**src/rtl/regfile_wb_arbiter.sv**
```systemverilog
// regfile_wb_arbiter
//   Write-port controller for a byte-masked register file. After reset it zeroes
//   registers 1..NUM_REGS-1, one per cycle. It then shares the single write port
//   between two writeback requesters using round-robin valid/ready arbitration.
//   All RF_* outputs and INIT_DONE come straight from registers.
//
// Ports
//   CLK, RST_N           clock, asynchronous active-low reset
//   SOFT_INIT            re-run the zeroing sweep (honoured in RUN only)
//   REQn_VALID/ADDR/     writeback request n (n = 0, 1)
//   DATA/MASK
//   REQn_READY           request n accepted when VALID is also high
//   RF_WE/W_ADDR/        registered register-file write port
//   W_DATA/W_MASK
//   INIT_DONE            high while in RUN
module regfile_wb_arbiter #(
    parameter int unsigned NUM_REGS = 32,
    parameter int unsigned DATA_W   = 64,
    parameter int unsigned ADDR_W   = 5
) (
    input  logic                CLK,
    input  logic                RST_N,
    input  logic                SOFT_INIT,
    input  logic                REQ0_VALID,
    input  logic [ADDR_W-1:0]   REQ0_ADDR,
    input  logic [DATA_W-1:0]   REQ0_DATA,
    input  logic [DATA_W/8-1:0] REQ0_MASK,
    output logic                REQ0_READY,
    input  logic                REQ1_VALID,
    input  logic [ADDR_W-1:0]   REQ1_ADDR,
    input  logic [DATA_W-1:0]   REQ1_DATA,
    input  logic [DATA_W/8-1:0] REQ1_MASK,
    output logic                REQ1_READY,
    output logic                RF_WE,
    output logic [ADDR_W-1:0]   RF_W_ADDR,
    output logic [DATA_W-1:0]   RF_W_DATA,
    output logic [DATA_W/8-1:0] RF_W_MASK,
    output logic                INIT_DONE
);

    localparam logic [ADDR_W-1:0] LastReg  = ADDR_W'(NUM_REGS - 1);
    localparam logic [ADDR_W-1:0] FirstReg = ADDR_W'(1);

    typedef enum logic {
        StInit,
        StRun
    } state_e;

    state_e              state_q, state_d;
    logic [ADDR_W-1:0]   cnt_q, cnt_d;
    // ptr_q == 0 favours REQ0 when both requesters are valid.
    logic                ptr_q, ptr_d;
    logic                we_q, we_d;
    logic [ADDR_W-1:0]   addr_q, addr_d;
    logic [DATA_W-1:0]   data_q, data_d;
    logic [DATA_W/8-1:0] mask_q, mask_d;
    logic                done_q, done_d;

    logic arb_en;
    logic rdy0, rdy1;
    logic gnt0, gnt1;

    // Readiness is combinational. When both are valid exactly one READY is high,
    // so at most one grant happens per cycle.
    always_comb begin
        arb_en = (state_q == StRun) && !SOFT_INIT;
        rdy0   = arb_en && (!REQ1_VALID || !ptr_q);
        rdy1   = arb_en && (!REQ0_VALID ||  ptr_q);
        gnt0   = REQ0_VALID && rdy0;
        gnt1   = REQ1_VALID && rdy1;
    end

    always_comb begin
        state_d = state_q;
        cnt_d   = cnt_q;
        ptr_d   = ptr_q;
        we_d    = 1'b0;
        addr_d  = addr_q;
        data_d  = data_q;
        mask_d  = mask_q;

        unique case (state_q)
            StInit: begin
                we_d   = 1'b1;
                addr_d = cnt_q;
                data_d = '0;
                mask_d = '1;
                cnt_d  = cnt_q + FirstReg;
                if (cnt_q == LastReg) begin
                    state_d = StRun;
                end
            end
            StRun: begin
                if (SOFT_INIT) begin
                    state_d = StInit;
                    cnt_d   = FirstReg;
                end else if (gnt0) begin
                    // Writes to r0 or with an empty mask are consumed but not issued.
                    we_d   = (REQ0_ADDR != '0) && (REQ0_MASK != '0);
                    addr_d = REQ0_ADDR;
                    data_d = REQ0_DATA;
                    mask_d = REQ0_MASK;
                    ptr_d  = 1'b1;
                end else if (gnt1) begin
                    we_d   = (REQ1_ADDR != '0) && (REQ1_MASK != '0);
                    addr_d = REQ1_ADDR;
                    data_d = REQ1_DATA;
                    mask_d = REQ1_MASK;
                    ptr_d  = 1'b0;
                end
            end
        endcase

        // Registered copy of (state == RUN).
        done_d = (state_d == StRun);
    end

    always_ff @(posedge CLK or negedge RST_N) begin
        if (!RST_N) begin
            state_q <= StInit;
            cnt_q   <= FirstReg;
            ptr_q   <= 1'b0;
            we_q    <= 1'b0;
            addr_q  <= '0;
            data_q  <= '0;
            mask_q  <= '0;
            done_q  <= 1'b0;
        end else begin
            state_q <= state_d;
            cnt_q   <= cnt_d;
            ptr_q   <= ptr_d;
            we_q    <= we_d;
            addr_q  <= addr_d;
            data_q  <= data_d;
            mask_q  <= mask_d;
            done_q  <= done_d;
        end
    end

    assign REQ0_READY = rdy0;
    assign REQ1_READY = rdy1;
    assign RF_WE      = we_q;
    assign RF_W_ADDR  = addr_q;
    assign RF_W_DATA  = data_q;
    assign RF_W_MASK  = mask_q;
    assign INIT_DONE  = done_q;

endmodule

```
**config.mk**
```make
export PLATFORM = sky130hd
export DESIGN_NAME = regfile_wb_arbiter
export DESIGN_NICKNAME = d
export VERILOG_FILES = /design/src/rtl/regfile_wb_arbiter.sv
export SDC_FILE = /design/constraint.sdc
export NUM_CORES = 1
export LEC_CHECK = 0
export BUFFER_PORTS_ARGS = -buffer_cell sky130_fd_sc_hd__buf_2
export CAP_MARGIN = 5
export CELL_PAD_IN_SITES_DETAIL_PLACEMENT = 1
export CELL_PAD_IN_SITES_GLOBAL_PLACEMENT = 2
export CORE_UTILIZATION = 24
export CTS_BUF_LIST = sky130_fd_sc_hd__clkbuf_4
export DETAILED_ROUTE_END_ITERATION = 8
export HOLD_SLACK_MARGIN = 0.08
export PLACE_DENSITY = 0.76
export SLEW_MARGIN = 5
export SYNTH_ARGS = -nofsm -noshare
export SYNTH_HDL_FRONTEND = slang
export SYNTH_SLANG_ARGS = --single-unit
```
**constraint.sdc**
```tcl
create_clock -name CLK -period 1.4 [get_ports CLK]
set_clock_uncertainty 0.1 [all_clocks]
set_input_delay 0.35 -clock CLK [delete_from_list [all_inputs] [get_ports CLK]]
set_output_delay 0.35 -clock CLK [all_outputs]
set_load 0.01 [all_outputs]
```
==> impl_metrics.yaml, run 1 <==
status:
  status: "complete, but fails checks"
  violations: "negative setup slack"
clock_network:
  cts_buffers: 9
  cts.path.max_buffers: 2
  cts_root_buf: "clkbuf_4"
  clk_pin_slew_worst_paths_ns: 0.15
  cts.htree.levels: 3
  cts_tree: "yes"
  cts_sinks: 85
  clkLatencyLatePin_ns: 0.48
floorplanning:
  core_mm2: 0.0174
  fp.dieW_um: 136
  die_h_um: 136
  initial_core_util_pct: 24.8
  io-pin-count: 240
  rows: 48
  dieArea_mm2: 0.0185
detailed_routing:
  vias: 5768
  routed.top_layer: "met4"
  ant_nets: 0
  wl_met2_um: 15200
  avgRoutedWirePerCell_um: 23.3
  met1_length_um: 9820
  vias_per_cell: 4.90
  wl_met3_um: 1300
  drt_wl_total_um: 27400
  drtPass1Iterations: 4
  drc: 0
  drtIter0Drc: 163
final_layout:
  postLayoutCoreUtil_pct: 61.3
  n_antenna_cell: 0
  final_layout_size_suffix_gt1_share_pct: 63.3
  mostFrequentLayoutCell: "buf_2"
  fin_cells: 1178
  syn2layout_area_growth_pct: 148
  most-common-layout-cells: "201 x buf_2, 149 x dlygate4sd3_1, 97 x buf_4"
  final_nets: 1109
  final_area_mm2: 0.0107
critical_path:
  endpoint_kind: "primary output"
  reg2reg_depth: 7
  required_ns: 0.95
  criticalPathCategory: "flip-flop to primary output"
  path_cells: "buf_8 -> nand2b_4 -> a21oi_2 -> buf_2"
  worstSetupStartpoint: "INIT_DONE"
  r2r_start: "INIT_DONE"
  worst-r2r-setup-slack_ns: -0.40
  start_kind: "flip-flop"
  critPathTopFamily: "flip-flops"
  crit_fanout: 3
  critical-path-max-stage-delay_ns: 0.51
  crit_buf_inv: 2
  r2r_end: "RF_W_DATA[27]"
  slowest_stage: "dfrtp_4"
  arrival_ns: 1.40
  setup.worst_path.end: "REQ0_READY"
  critical_path_cell_count: 4
power_and_ir_drop:
  pwr-share-comb_pct: 46.7
  switching_share_pct: 35.0
  ir_drop_mv: 0.486
  internal_power_mw: 5.73
  p_clk_share_pct: 19.5
  p_seq_share_pct: 33.8
  powerDensity_mw_per_mm2: 825
  p_total_mw: 8.81
  p_leak_nw: 5.14
  switching_power_mw: 3.08
timing:
  fin_crit_sh_pct: 132
  rsz0062_at_grt: "true"
  hold_viol_final: 0
  drv_slew: 0
  post-route-min-period_ns: 1.85
  slew_headroom_pct: 77.6
  fmax_mhz: 539
  worst_slack_ns: -0.454
  tightest_slew_ns: 0.333
  setup_viol: 163
  hold_slack_ns: 0.148
logic_synthesis:
  syn_inst: 408
  synthTopCellsByArea: "dfrtp_1 49%, mux2i_1 16%, nand3_1 8.0%, o21ai_1 7.7%, a32oi_2 3.0%"
  ys_async_sr_fraction_pct: 100
  synth_edf_count: 0
  ys_seq_elements: 85
  yosys_warnings: 0
  synth_top_area_share_pct: 48.7
  yosys.area.top_type: "dfrtp_1"
  synth.distinct_cells: 32
  avgSynthCellArea_um2: 10.6
  synthesis.area_mm2: 0.00431
  synth_fp_nets: 569
  ys.flop_type: "dfrtp_1"
  yosysSeqAreaShare_pct: 49.3
global_routing:
  antenna_found_initial: 0
  grt_pass1_vias: 6484
  grt_pass1_wl_um: 35100
  grt_util_all_layers_pct: 25.4
  grt_max_degree: 46
  overflow: 0
placed_design:
  place.gp.congestion: 0.778
  hpwl_um: 11100
  dpl.cell_count: 896
  dpl_cell_area_mm2: 0.00622
  io_buffer_count: 239
hold_path:
  hp-class: "input pin to flip-flop"
flow_run:
  maxCapViolCount: 0
==> per-layer routing <==
metal	vias to the layer above	global-route usage [%]
li1	2581	-
met1	2876	26.6
met2	244	48.3
met3	67	4.62
met4	0	12.3
met5	-	0
==> what timing repair did <==
action,CTS,global route
hold buffers,149,0
cloned,16,4
hold endpoints to repair,161,0
setup buffers,63,48
resized for setup,152,193
pin swaps,50,39
setup endpoints to repair,160,163
==> synthesized netlist by cell type (7+ instances only) <==
master,n
dfrtp_1,84
nand2_1,7
clkbuf_1,14
nand2_2,8
nand3_1,69
buf_6,8
inv_1,17
o21ai_1,66
mux2i_1,69
a21oi_1,12
a32oi_2,8
==> state kept, by name (all words and copies together) (netlist names) <==
| name | count |
|---|---|
| INIT_DONE | 1 |
| cnt_q | 5 |
| RF_WE | 1 |
| RF_W_MASK | 8 |
| RF_W_DATA | 64 |
| ptr_q | 1 |
| RF_W_ADDR | 5 |
==> how the worst min path moves through the flow <==
| stage | from | end | slack, ns | cells past startpoint |
|---|---|---|---|---|
| 2_1_floorplan | RST_N | INIT_DONE | -0.05 | 0 |
| 3_3_place_gp | RST_N | RF_W_MASK[4] | 0.26 | 2 |
| 3_5_place_dp | RST_N | RF_W_MASK[6] | 0.26 | 2 |
| 4_1_cts | SOFT_INIT | cnt_q[1] | 0.10 | 3 |
| 5_1_grt | REQ0_ADDR[2] | RF_W_ADDR[2] | 0.12 | 3 |
| 6_report | REQ0_ADDR[2] | RF_W_ADDR[2] | 0.15 | 3 |
==> worst register-to-register path, stage by stage, from the launching register on <==
cell	delay, ns
dfrtp_4	0.45
nor2b_4	0.21
nand3_4	0.16
buf_12	0.19
buf_12	0.14
buf_8	0.13
mux2i_4	0.19
o21ai_2	0.16
==> power by group through the flow <==
| stage | combinational (mW) | sequential (mW) | clock, mW |
|---|---|---|---|
| global route | 4.35 | 3.00 | 1.82 |
| finish | 4.12 | 2.98 | 1.71 |
| CTS | 3.33 | 2.94 | 1.72 |
| detailed placement | 2.08 | 2.96 | 0 |
| floorplan | 0.942 | 3.03 | 0 |
| global placement | 1.99 | 2.94 | 0 |
==> cell type report <==
type,instances,area [um^2]
flip-flops and latches,85,2130
repair buffers,566,5070
well taps,225,282
clock buffers,10,75.1
inverters,17,63.8
clock inverters,6,77.6
fillers,1770,6740
multi-input cells,269,2970
==> through the flow <==
step | setup WS (ns) | TNS (ns)
after floorplan | -0.0220 | -0.747
after global placement | -0.189 | -11.22
after detailed placement | -0.245 | -15.07
after CTS | -0.492 | -30.71
after global routing | -0.518 | -39.72
final | -0.454 | -30.50
==> cells by family after synthesis <==
family / share of synthesized area [%]
adder cells (fa/ha/maj): 0.580
AO/OA/AOI/OAI: 14.3
AND/OR/NAND/NOR: 12.1
multiplexers: 16.0
XOR/XNOR: 0.406
flip-flops: 49.3
buffers and inverters: 7.31
No activity file was read; power rests on OpenSTA's default activity.
==> run 2: changes to the inputs <==
--- a/config.mk
+++ b/config.mk
@@ -14,6 +14,7 @@
 export DETAILED_ROUTE_END_ITERATION = 8
 export HOLD_SLACK_MARGIN = 0.08
 export PLACE_DENSITY = 0.76
+export SETUP_SLACK_MARGIN = 0.1
 export SLEW_MARGIN = 5
 export SYNTH_ARGS = -nofsm -noshare
 export SYNTH_HDL_FRONTEND = slang
==> run 2 against run 1 <==
  * The flow still finishes with violations (negative setup slack)
  * Non-clock buffer count is 21 higher
  * Via count is 2.9% higher
  * Clock-buffer cell count is 1 higher
  * Wire length is 6.4% higher
  * Critical path depth is 4 higher
  * Power is 4.7% higher
  * Sequential power hardly changed
  * Sequential share of layout area is 0.71 points lower
  * Utilization is 2.3 points higher
  * Flip-flop and latch count stayed put
  * Register-to-register slack worse by 0.05 ns
  * Final cell count is 2.0% higher
  * Critical endpoint is now RF_W_DATA[14]
  * Largest cell class unchanged
  * Highest routed layer unchanged
==> impl_metrics.yaml, run 2 (synthesized netlist as in run 1, its figures left out) <==
global_routing:
  grt_max_degree: 44
  grt_pass1_vias: 6689
  grt_util_all_layers_pct: 28.0
  antenna_found_initial: 2
  overflow: 0
  grt_pass1_wl_um: 37900
floorplanning:
  io-pin-count: 240
  core_mm2: 0.0174
  initial_core_util_pct: 24.8
  rows: 48
  die_h_um: 136
  dieArea_mm2: 0.0185
  fp.dieW_um: 136
hold_path:
  hp-class: "input pin to flip-flop"
final_layout:
  final_area_mm2: 0.0111
  most-common-layout-cells: "201 x buf_2, 144 x dlygate4sd3_1, 113 x buf_4"
  final_nets: 1130
  syn2layout_area_growth_pct: 157
  nFillCells: 1763
  fin_cells: 1201
  final_layout_size_suffix_gt1_share_pct: 66.6
  largest_reg_flops: 64
  mostFrequentLayoutCell: "buf_2"
critical_path:
  criticalPathCategory: "flip-flop to flip-flop"
  endpoint_kind: "flip-flop"
  arrival_ns: 2.10
  start_kind: "flip-flop"
  crit_fanout: 4
  required_ns: 1.65
timing:
  drv_slew: 0
  hold_viol_final: 0
  fmax_mhz: 540
  hold_slack_ns: 0.113
  fin_crit_sh_pct: 132
  rsz0062_at_grt: "true"
  tightest_slew_ns: 0.549
  worst_slack_ns: -0.453
  tns_ns: -33.39
  setup_viol: 165
  post-route-min-period_ns: 1.85
  slew_headroom_pct: 63.4
placed_design:
  dpl_cell_area_mm2: 0.00615
  place.gp.congestion: 0.762
  io_buffer_count: 239
  dpl.cell_count: 886
  hpwl_um: 11100
status:
  status: "complete, but fails checks"
  violations: "negative setup slack"
detailed_routing:
  drt_wl_total_um: 29100
  vias: 5936
  avgRoutedWirePerCell_um: 24.3
  ant_nets: 0
  vias_per_cell: 4.94
  drc: 0
  drtIter0Drc: 219
  drtPass1Iterations: 4
power_and_ir_drop:
  ir_drop_mv: 0.481
  p_leak_nw: 5.32
  powerDensity_mw_per_mm2: 832
clock_network:
  clk_pin_slew_worst_paths_ns: 0.15
  cts.path.max_buffers: 2
  cts_root_buf: "clkbuf_4"
  cts_sinks: 85
  cts_buffers: 9
  cts_tree: "yes"
  clkLatencyLatePin_ns: 0.48
  cts.htree.levels: 3
flow_run:
  maxCapViolCount: 0
==> run 2: cell count changes in the layout (fill, tap and decap cells not counted), moves of 4 or more <==
cell           before  now
mux2i_4            30   24
buf_12             23   32
buf_16              7   17
o21ai_2            36   42
buf_4              97  113
dlygate4sd3_1     149  144
nand3_1            21   14
nand2_2             4    9
nand3_2            36   44
nand2_4             5    0
mux2i_2            14   23
clkbuf_16           4    0
a21oi_4             5   10
==> run 2: per-layer routing <==
metal	vias to the layer above	GRT usage (%)	routed length, um
met5	-	0	0
met4	0	16.0	1240
met3	81	5.67	1360
met2	273	52.5	16500
met1	2963	28.5	10000
li1	2619	-	-
==> run 2: final timing paths <==
check / start / endpoint / slack, ns / cells past startpoint
setup / recovery: INIT_DONE / RF_W_DATA[14] / -0.45 / 8
hold / removal: REQ0_MASK[5] / RF_W_MASK[5] / 0.11 / 3
setup reg to reg: INIT_DONE / RF_W_DATA[14] / -0.45 / 8
hold reg to reg: RF_W_DATA[4] / RF_W_DATA[4] / 0.45 / 2
max in group asynchronous: RST_N / cnt_q[0] / 0.62 / 3
min in group asynchronous: RST_N / RF_W_MASK[1] / 0.27 / 3
==> run 2: where the power goes <==
group          internal (mW)  total [mW]  leakage, nW  switching, mW
Clock                  0.772        1.78       0.0873           1.01
Combinational           2.44        4.44         4.12           2.01
Sequential              2.74        3.00         1.11          0.254
==> run 2: repair_timing <==
item | in CTS | in global routing
buffers inserted | 82 | 56
pin swaps | 40 | 45
hold buffers | 141 | 3
setup endpoints to repair | 165 | 166
resized for setup | 170 | 174
cloned | 27 | 0
hold endpoints to repair | 159 | 3
==> run 2: worst max-delay path, cell delays in order (launching register included) <==
cell     delay [ns]
dfrtp_4        0.51
nor2b_4        0.14
buf_6          0.12
nand3_4        0.11
buf_12         0.15
buf_12         0.12
buf_12         0.12
mux2i_1        0.25
o21ai_1        0.13
==> run 2: per-stage QoR <==
step / util [%] / setup slack [ns] / power, mW
finish: 63.6 / -0.453 / 9.22
global placement: 35.3 / -0.214 / 4.95
CTS: 57.3 / -0.482 / 8.50
global route: 63.6 / -0.521 / 9.60
floorplan: - / -0.0220 / 4.04
detailed placement: 35.3 / -0.304 / 5.05
==> run 2: area by class of cell <==
class,count,area (um^2),area share (%)
repair buffers,587,5430,49.1
multi-input cells,269,2990,27.0
flip-flops and latches,85,2130,19.3
well taps,225,282,2.54
clock inverters,5,85.1,0.768
clock buffers,11,82.6,0.746
inverters,17,63.8,0.576
diodes,2,5.00,0.0452
